<file path="src/rtl/alu_iter_exec.sv">
// Execute-stage ALU consuming decoder op codes. Logic and arithmetic ops
// complete in one cycle; SLL/SRL/SRA use an iterative 1-bit-per-cycle shifter.
//
// Handshake: a transfer happens on a rising edge where valid & ready are both
// high. Input side: in_ready is high only in IDLE, and flush blocks acceptance
// even when in_ready is high. Output side: out_valid, out_result and out_err
// hold steady until out_ready is seen high; flush withdraws out_valid.
module alu_iter_exec #(
  parameter int XLEN = 32,
  localparam int SHW = $clog2(XLEN)
) (
  input  logic            clk,
  input  logic            rst_n,
  input  logic            flush,
  input  logic            in_valid,
  output logic            in_ready,
  input  logic [3:0]      in_op,
  input  logic [XLEN-1:0] in_a,
  input  logic [XLEN-1:0] in_b,
  output logic            out_valid,
  input  logic            out_ready,
  output logic [XLEN-1:0] out_result,
  output logic            out_err,
  output logic [1:0]      dbg_state
);

  typedef enum logic [1:0] {
    S_IDLE  = 2'd0,
    S_SHIFT = 2'd1,
    S_OUT   = 2'd2
  } state_t;

  localparam logic [3:0] OP_ADD  = 4'h0;
  localparam logic [3:0] OP_SUB  = 4'h1;
  localparam logic [3:0] OP_AND  = 4'h2;
  localparam logic [3:0] OP_OR   = 4'h3;
  localparam logic [3:0] OP_XOR  = 4'h4;
  localparam logic [3:0] OP_SLL  = 4'h5;
  localparam logic [3:0] OP_SRA  = 4'h6;
  localparam logic [3:0] OP_SRL  = 4'h7;
  localparam logic [3:0] OP_SLT  = 4'h8;
  localparam logic [3:0] OP_SLTU = 4'h9;
  localparam logic [3:0] OP_SEQ  = 4'hA;
  localparam logic [3:0] OP_SNE  = 4'hB;
  localparam logic [3:0] OP_SGE  = 4'hC;
  localparam logic [3:0] OP_SGEU = 4'hD;
  localparam logic [3:0] OP_NONE = 4'hE;

  state_t            state_q, state_d;
  logic [XLEN-1:0]   res_q;      // shift accumulator while in SHIFT, result in OUT
  logic              err_q;
  logic [SHW-1:0]    cnt_q;
  logic [3:0]        op_q;

  logic [SHW-1:0]    shamt;
  logic              is_shift;
  logic              shift_start;
  logic              accept;
  logic [XLEN-1:0]   alu_res;
  logic              alu_err;
  logic [XLEN-1:0]   shift_step;
  logic              lt_s, lt_u;

  assign in_ready   = (state_q == S_IDLE);
  assign out_valid  = (state_q == S_OUT);
  assign out_result = res_q;
  assign out_err    = err_q;
  assign dbg_state  = state_q;

  assign shamt       = in_b[SHW-1:0];
  assign is_shift    = (in_op == OP_SLL) || (in_op == OP_SRL) || (in_op == OP_SRA);
  assign accept      = in_valid && in_ready && !flush;
  assign shift_start = is_shift && (shamt != '0);
  assign lt_s        = $signed(in_a) < $signed(in_b);
  assign lt_u        = in_a < in_b;

  // Single-cycle ALU result; shifts by zero pass operand A through unchanged.
  always_comb begin
    alu_res = '0;
    alu_err = 1'b0;
    unique case (in_op)
      OP_ADD:  alu_res = in_a + in_b;
      OP_SUB:  alu_res = in_a - in_b;
      OP_AND:  alu_res = in_a & in_b;
      OP_OR:   alu_res = in_a | in_b;
      OP_XOR:  alu_res = in_a ^ in_b;
      OP_SLL, OP_SRA, OP_SRL: alu_res = in_a;
      OP_SLT:  alu_res = {{(XLEN-1){1'b0}}, lt_s};
      OP_SLTU: alu_res = {{(XLEN-1){1'b0}}, lt_u};
      OP_SEQ:  alu_res = {{(XLEN-1){1'b0}}, in_a == in_b};
      OP_SNE:  alu_res = {{(XLEN-1){1'b0}}, in_a != in_b};
      OP_SGE:  alu_res = {{(XLEN-1){1'b0}}, !lt_s};
      OP_SGEU: alu_res = {{(XLEN-1){1'b0}}, !lt_u};
      OP_NONE: alu_res = '0;
      default: alu_err = 1'b1;
    endcase
  end

  // One-bit shift of the accumulator according to the latched op.
  always_comb begin
    shift_step = res_q;
    unique case (op_q)
      OP_SLL:  shift_step = {res_q[XLEN-2:0], 1'b0};
      OP_SRL:  shift_step = {1'b0, res_q[XLEN-1:1]};
      OP_SRA:  shift_step = {res_q[XLEN-1], res_q[XLEN-1:1]};
      default: shift_step = res_q;
    endcase
  end

  // Next-state logic; flush overrides everything, including out_ready.
  always_comb begin
    state_d = state_q;
    unique case (state_q)
      S_IDLE:  if (accept) state_d = shift_start ? S_SHIFT : S_OUT;
      S_SHIFT: if (cnt_q == SHW'(1)) state_d = S_OUT;
      S_OUT:   if (out_ready) state_d = S_IDLE;
      default: state_d = S_IDLE;
    endcase
    if (flush) state_d = S_IDLE;
  end

  // State register.
  always_ff @(posedge clk or negedge rst_n) begin
    if (!rst_n) state_q <= S_IDLE;
    else        state_q <= state_d;
  end

  // Datapath: capture result or shift operands, then iterate the shifter.
  always_ff @(posedge clk or negedge rst_n) begin
    if (!rst_n) begin
      res_q <= '0;
      err_q <= 1'b0;
      cnt_q <= '0;
      op_q  <= OP_NONE;
    end else if (flush) begin
      res_q <= '0;
      err_q <= 1'b0;
      cnt_q <= '0;
    end else begin
      unique case (state_q)
        S_IDLE: begin
          if (accept) begin
            op_q <= in_op;
            if (shift_start) begin
              res_q <= in_a;
              err_q <= 1'b0;
              cnt_q <= shamt;
            end else begin
              res_q <= alu_res;
              err_q <= alu_err;
            end
          end
        end
        S_SHIFT: begin
          res_q <= shift_step;
          cnt_q <= cnt_q - SHW'(1);
        end
        default: ;
      endcase
    end
  end

endmodule

</file>
<file path="config.mk">
export PLATFORM = sky130hd
export DESIGN_NAME = alu_iter_exec
export DESIGN_NICKNAME = d
export VERILOG_FILES = /design/src/rtl/alu_iter_exec.sv
export SDC_FILE = /design/constraint.sdc
export NUM_CORES = 1
export LEC_CHECK = 0
export BUFFER_PORTS_ARGS = -buffer_cell sky130_fd_sc_hd__buf_2
export CAP_MARGIN = 20
export CORE_ASPECT_RATIO = 1.5
export CORE_MARGIN = 1.5
export CORE_UTILIZATION = 54
export DETAILED_ROUTE_END_ITERATION = 12
export GPL_ROUTABILITY_DRIVEN = 0
export PLACE_DENSITY = 0.79
export SETUP_SLACK_MARGIN = 0.5
export SKIP_CTS_REPAIR_TIMING = 1
export SLEW_MARGIN = 0
export SYNTH_ARGS = -nofsm -noshare
export SYNTH_HDL_FRONTEND = slang
export SYNTH_SLANG_ARGS = --single-unit
export TNS_END_PERCENT = 100
</file>
<file path="constraint.sdc">
create_clock -name clk -period 2.31 [get_ports clk]
set_clock_uncertainty 0.2 [all_clocks]
set_input_delay 0.231 -clock clk [delete_from_list [all_inputs] [get_ports clk]]
set_output_delay 0.231 -clock clk [all_outputs]
set_load 0.05 [all_outputs]
</file>
==> flow_summary_export.csv, run 1 <==
group,metric,value,unit
placed_design,pre_cts_ws,-945,ps
placed_design,placed_cells,1697,
grt,grt_overflow,55,
cts,root_buffer,"clkbuf_16",
logic_synthesis,syn-num-nets,1310,
placed_design,io_buffers,109,
logic_synthesis,ys.warnings.count,0,
die,io_pins,110,
outcome,error_line,"[ERROR GRT-0232] Routing congestion too high. Check the congestion heatmap in the GUI.",
logic_synthesis,synth_seq_area_share,14.1,%
die,die_w,101,um
die,fp-row-count,53,
logic_synthesis,avgSynthCellArea,6.95,sq um
grt,track_usage,77.9,%
logic_synthesis,synth_edf_count,0,
die,die_h,151,um
cts,cts.sinks,44,
cts,cts_htree_levels,2,
outcome,status,"did not finish",
logic_synthesis,syn_area,0.00785,sq mm
placed_design,hpwl,26500,um
cts,cts_buffers,5,
die,start_util,55.6,%
cts,clockBufferDepth,2,
logic_synthesis,synth.distinct_cells,82,
sta,endpoint_type,"register input",
logic_synthesis,ys_async_sr_fraction,100,%
logic_synthesis,syn-instance-count,1130,
outcome,stop_stage,"5_1_grt",
sta,crit_endpoint,"out_result[28]$_DFFE_PN0P_/D",
logic_synthesis,synth-seq-cells,44,
grt,grt_max_degree,45,
logic_synthesis,ys.flop_type,"dfrtp_1",
-- per-stage QoR --
stage	TNS, ps	utilization (%)	area, sq um
floorplan	-6250	-	8320
global placement	-17580	80.4	11400
detailed placement	-19710	80.4	11400
CTS	-12290	81.6	11500
-- kinds of logic after synthesis --
kind of cell | Yosys count | synth area share, %
fa+ha+maj | 107 | 17.2
simple gates | 348 | 19.8
xor+xnor | 17 | 1.90
compound gates | 424 | 36.8
buf+inv | 181 | 8.94
flops | 44 | 14.1
mux | 9 | 1.23
-- synth_stat cells (10+ instances only) --
master / count / share of area [%]
dfrtp_1: 41 / 13
a22oi_1: 19 / 1.8
buf_2: 11 / 0.70
a31oi_1: 26 / 2.1
nand2_1: 141 / 6.7
xnor2_1: 13 / 1.5
o21ai_0: 81 / 5.2
o21bai_1: 12 / 1.1
clkbuf_1: 66 / 3.2
o31ai_1: 16 / 1.5
a32o_1: 10 / 1.3
o211ai_1: 21 / 2.0
a21o_1: 11 / 1.1
a21oi_1: 104 / 6.6
ha_1: 105 / 17
inv_1: 98 / 4.7
nor3_1: 21 / 1.3
nand3_1: 31 / 2.0
a211oi_1: 20 / 1.9
a221oi_1: 20 / 2.2
nor2_1: 93 / 4.4
-- metal layers --
layer | overflow | GRT usage (%)
met2 | 38 | 92.1
met5 | 0 | 38.1
met1 | 0 | 77.6
met3 | 0 | 65.3
met4 | 17 | 76.0
==> run 2: changes to the inputs <==
CORE_ASPECT_RATIO = not set   (was 1.5)
CORE_UTILIZATION = 40   (was 54)
PLACE_DENSITY = not set   (was 0.79)
PLACE_DENSITY_LB_ADDON = 0.15   (was not set)
SETUP_SLACK_MARGIN = not set   (was 0.5)
clock period = 3 ns   (was 2.31 ns; I/O delays follow)
==> run 2 against run 1 <==
  * The run now ends clean
  * Synthesized cell count did not move
  * Synthesized area did not move
==> flow_summary_export.csv, run 2 <==
group,metric,value,unit
outcome,status,"finished clean",
drt,dr_total_vias,10100,
cts,cts_buffers,5,
power_and_ir_drop,total_power,3380,uW
worst_setup_path,crit_arrival,2970,ps
logic_synthesis,yosys.area.top_type,"ha_1",
worst_setup_path,cp_slowest_stage_delay,470,ps
worst_setup_path,slowest_stage,"a2111oi_4",
sta,slew-limit-headroom,51.4,%
cts,cts_tree,"done",
sta,rsz0062_at_grt,"true",
sta,fin_crit_sh,99.5,%
worst_setup_path,crit_chain,"buf_8 -> inv_6 -> ha_4 -> a2111oi_4 -> o31ai_4 -> a32o_2 -> a311o_4 -> buf_6 -> a221o_1 -> nand2_1 -> o2111ai_2 -> a32o_1",
worst_setup_path,critPathLaunchType,"primary input",
die,start_util,40.6,%
logic_synthesis,synth_area_leaders,"ha_1 (17%), dfrtp_1 (13%), nand2_1 (6.7%)",
die,die_area,0.0205,sq mm
hold_path,hold_path.class,"in2reg",
grt,antenna_found_initial,2,
logic_synthesis,synth_common_cells,"nand2_1 (141), ha_1 (105), a21oi_1 (104)",
placed_design,pre_cts_ws,-492,ps
grt,grt_pass1_vias,9065,
finish,mostFrequentLayoutCells,"buf_4 (239), nand2_1 (141), buf_2 (105), a21oi_1 (101), inv_1 (96)",
drt,drc,0,
logic_synthesis,synth-seq-cells,44,
sta,slew_violations,0,
sta,fmax,0.335,GHz
finish,fillers,1893,
worst_setup_path,path_class,"in2reg",
cts,cts_htree_levels,2,
cts,root_buffer,"clkbuf_16",
sta,finalSetupTns,0,ps
placed_design,hpwl,24800,um
die,die_h,143,um
finish,area_growth,38.0,%
logic_synthesis,synth.distinct_cells,82,
cts,cts.sinks,44,
cts,clk_pin_slew_worst_paths,70,ps
die,io_pins,110,
worst_setup_path,required,2990,ps
drt,first_pass_iters,6,
logic_synthesis,ys.warnings.count,0,
cts,clockBufferDepth,2,
logic_synthesis,ys.flop_type,"dfrtp_1",
grt,grt_max_degree,37,
finish,largest_reg_flops,32,
drt,ant_nets,0,
cts,insertion_delay,290,ps
finish,post-route-util,56.0,%
logic_synthesis,syn-num-nets,1310,
placed_design,io_buffers,109,
logic_synthesis,synth_seq_area_share,14.1,%
logic_synthesis,synth_most_common_cell,"nand2_1",
sta,hold_violations,0,
finish,drive_gt1_share,30.9,%
power_and_ir_drop,ir_drop,0.231,mV
logic_synthesis,syn-instance-count,1130,
drt,wirelength,31900,um
sta,layout_setup_ws,15.9,ps
power_and_ir_drop,p_leak,0.00509,uW
drt,drt_iter0_markers,1255,
drt,wire_per_inst,19.0,um
worst_setup_path,worstPathMaxFanout,5,
finish,nNetsFinal,1589,
logic_synthesis,ys_async_sr_fraction,100,%
sta,period_needed,2980,ps
sta,finalSetupViolCount,0,
grt,grt_pass1_wl,49300,um
die,fp-row-count,51,
logic_synthesis,yosys.area.top_type_share,16.7,%
logic_synthesis,synth_edf_count,0,
finish,final_common_cell,"buf_4",
drt,via_per_inst,6.00,
logic_synthesis,avgSynthCellArea,6.95,sq um
grt,track_usage,30.3,%
grt,grt_overflow,0,
power_and_ir_drop,power_density,312,mW/mm^2
worst_setup_path,cp-end-kind,"flop",
sta,tightestPinTransition,728,ps
die,die_w,143,um
die,core-area,0.0193,sq mm
logic_synthesis,syn_area,0.00785,sq mm
flow_run,drv_cap,0,
-- run 2: cell type report --
| type | count | area [sq um] | area share (%) |
|---|---|---|---|
| Antenna cell | 2 | 5.00 | 0.0462 |
| Clock buffer | 6 | 129 | 1.19 |
| Clock inverter | 2 | 12.5 | 0.115 |
| Inverter | 98 | 373 | 3.44 |
| Multi-Input combinational cell | 905 | 6400 | 59.1 |
| Sequential cell | 44 | 1100 | 10.2 |
| Tap cell | 265 | 332 | 3.06 |
| Timing Repair Buffer | 355 | 2480 | 22.8 |
-- run 2: kinds of logic after synthesis --
group / synth area share (%)
adders and majority gates: 17.2
DFF: 14.1
and+or+nand+nor: 19.8
buffers and inverters: 8.94
muxes: 1.23
xor gates and xnor gates: 1.90
AOI/OAI and AO/OA: 36.8
-- run 2: layer usage --
layer  vias up  share of wire [%]  global-route usage (%)  routed length [um]
met3        69                9.8                    3.25                3120
met4         0                2.3                    6.73                 744
li1       4680                  -                       -                   -
met2       563                 43                    47.1               13800
met5         -                  0                       0                   0
met1      4745                 44                    44.6               14200
-- run 2: through the flow --
| step | std cells | hold WS (ps) | area, sq um |
|---|---|---|---|
| 3_3_place_gp | 1656 | -2.85 | 10200 |
| 6_report | 1677 | 114 | 10800 |
| 3_5_place_dp | 1656 | -5.26 | 10200 |
| 5_1_grt | 1675 | 148 | 10800 |
| 2_1_floorplan | 1130 | -196 | 7870 |
| 4_1_cts | 1664 | -316 | 10400 |
-- run 2: final timing paths --
kind | cells past startpoint | slack, ps | endpoint | start
setup reg to reg | 9 | 250 | out_result[30] | op_q[2]
hold reg to reg | 2 | 320 | cnt_q[1] | cnt_q[1]
hold / removal | 4 | 110 | dbg_state[1] | out_ready
setup / recovery | 12 | 20 | out_result[17] | in_b[4]
max in group asynchronous | 3 | 1620 | op_q[1] | rst_n
min in group asynchronous | 2 | 210 | out_result[10] | rst_n
-- run 2: report_power, final --
group / internal [uW] / leakage [uW] / switching [uW] / total, uW
sequential: 664 / 0.000583 / 81.2 / 745
combinational: 848 / 0.00444 / 1230 / 2070
clock: 308 / 0.0000669 / 254 / 562
total: 1820 / 0.00509 / 1560 / 3380
-- run 2: worst max-delay path: cells and delay by family --
| family | cells | cell delay [ps] |
|---|---|---|
| AND/OR/NAND/NOR | 1 | 90 |
| buffers and inverters | 3 | 290 |
| AO/OA/AOI/OAI | 7 | 2060 |
| adder cells (fa/ha/maj) | 1 | 220 |
Power figures use the tool's default switching activity.
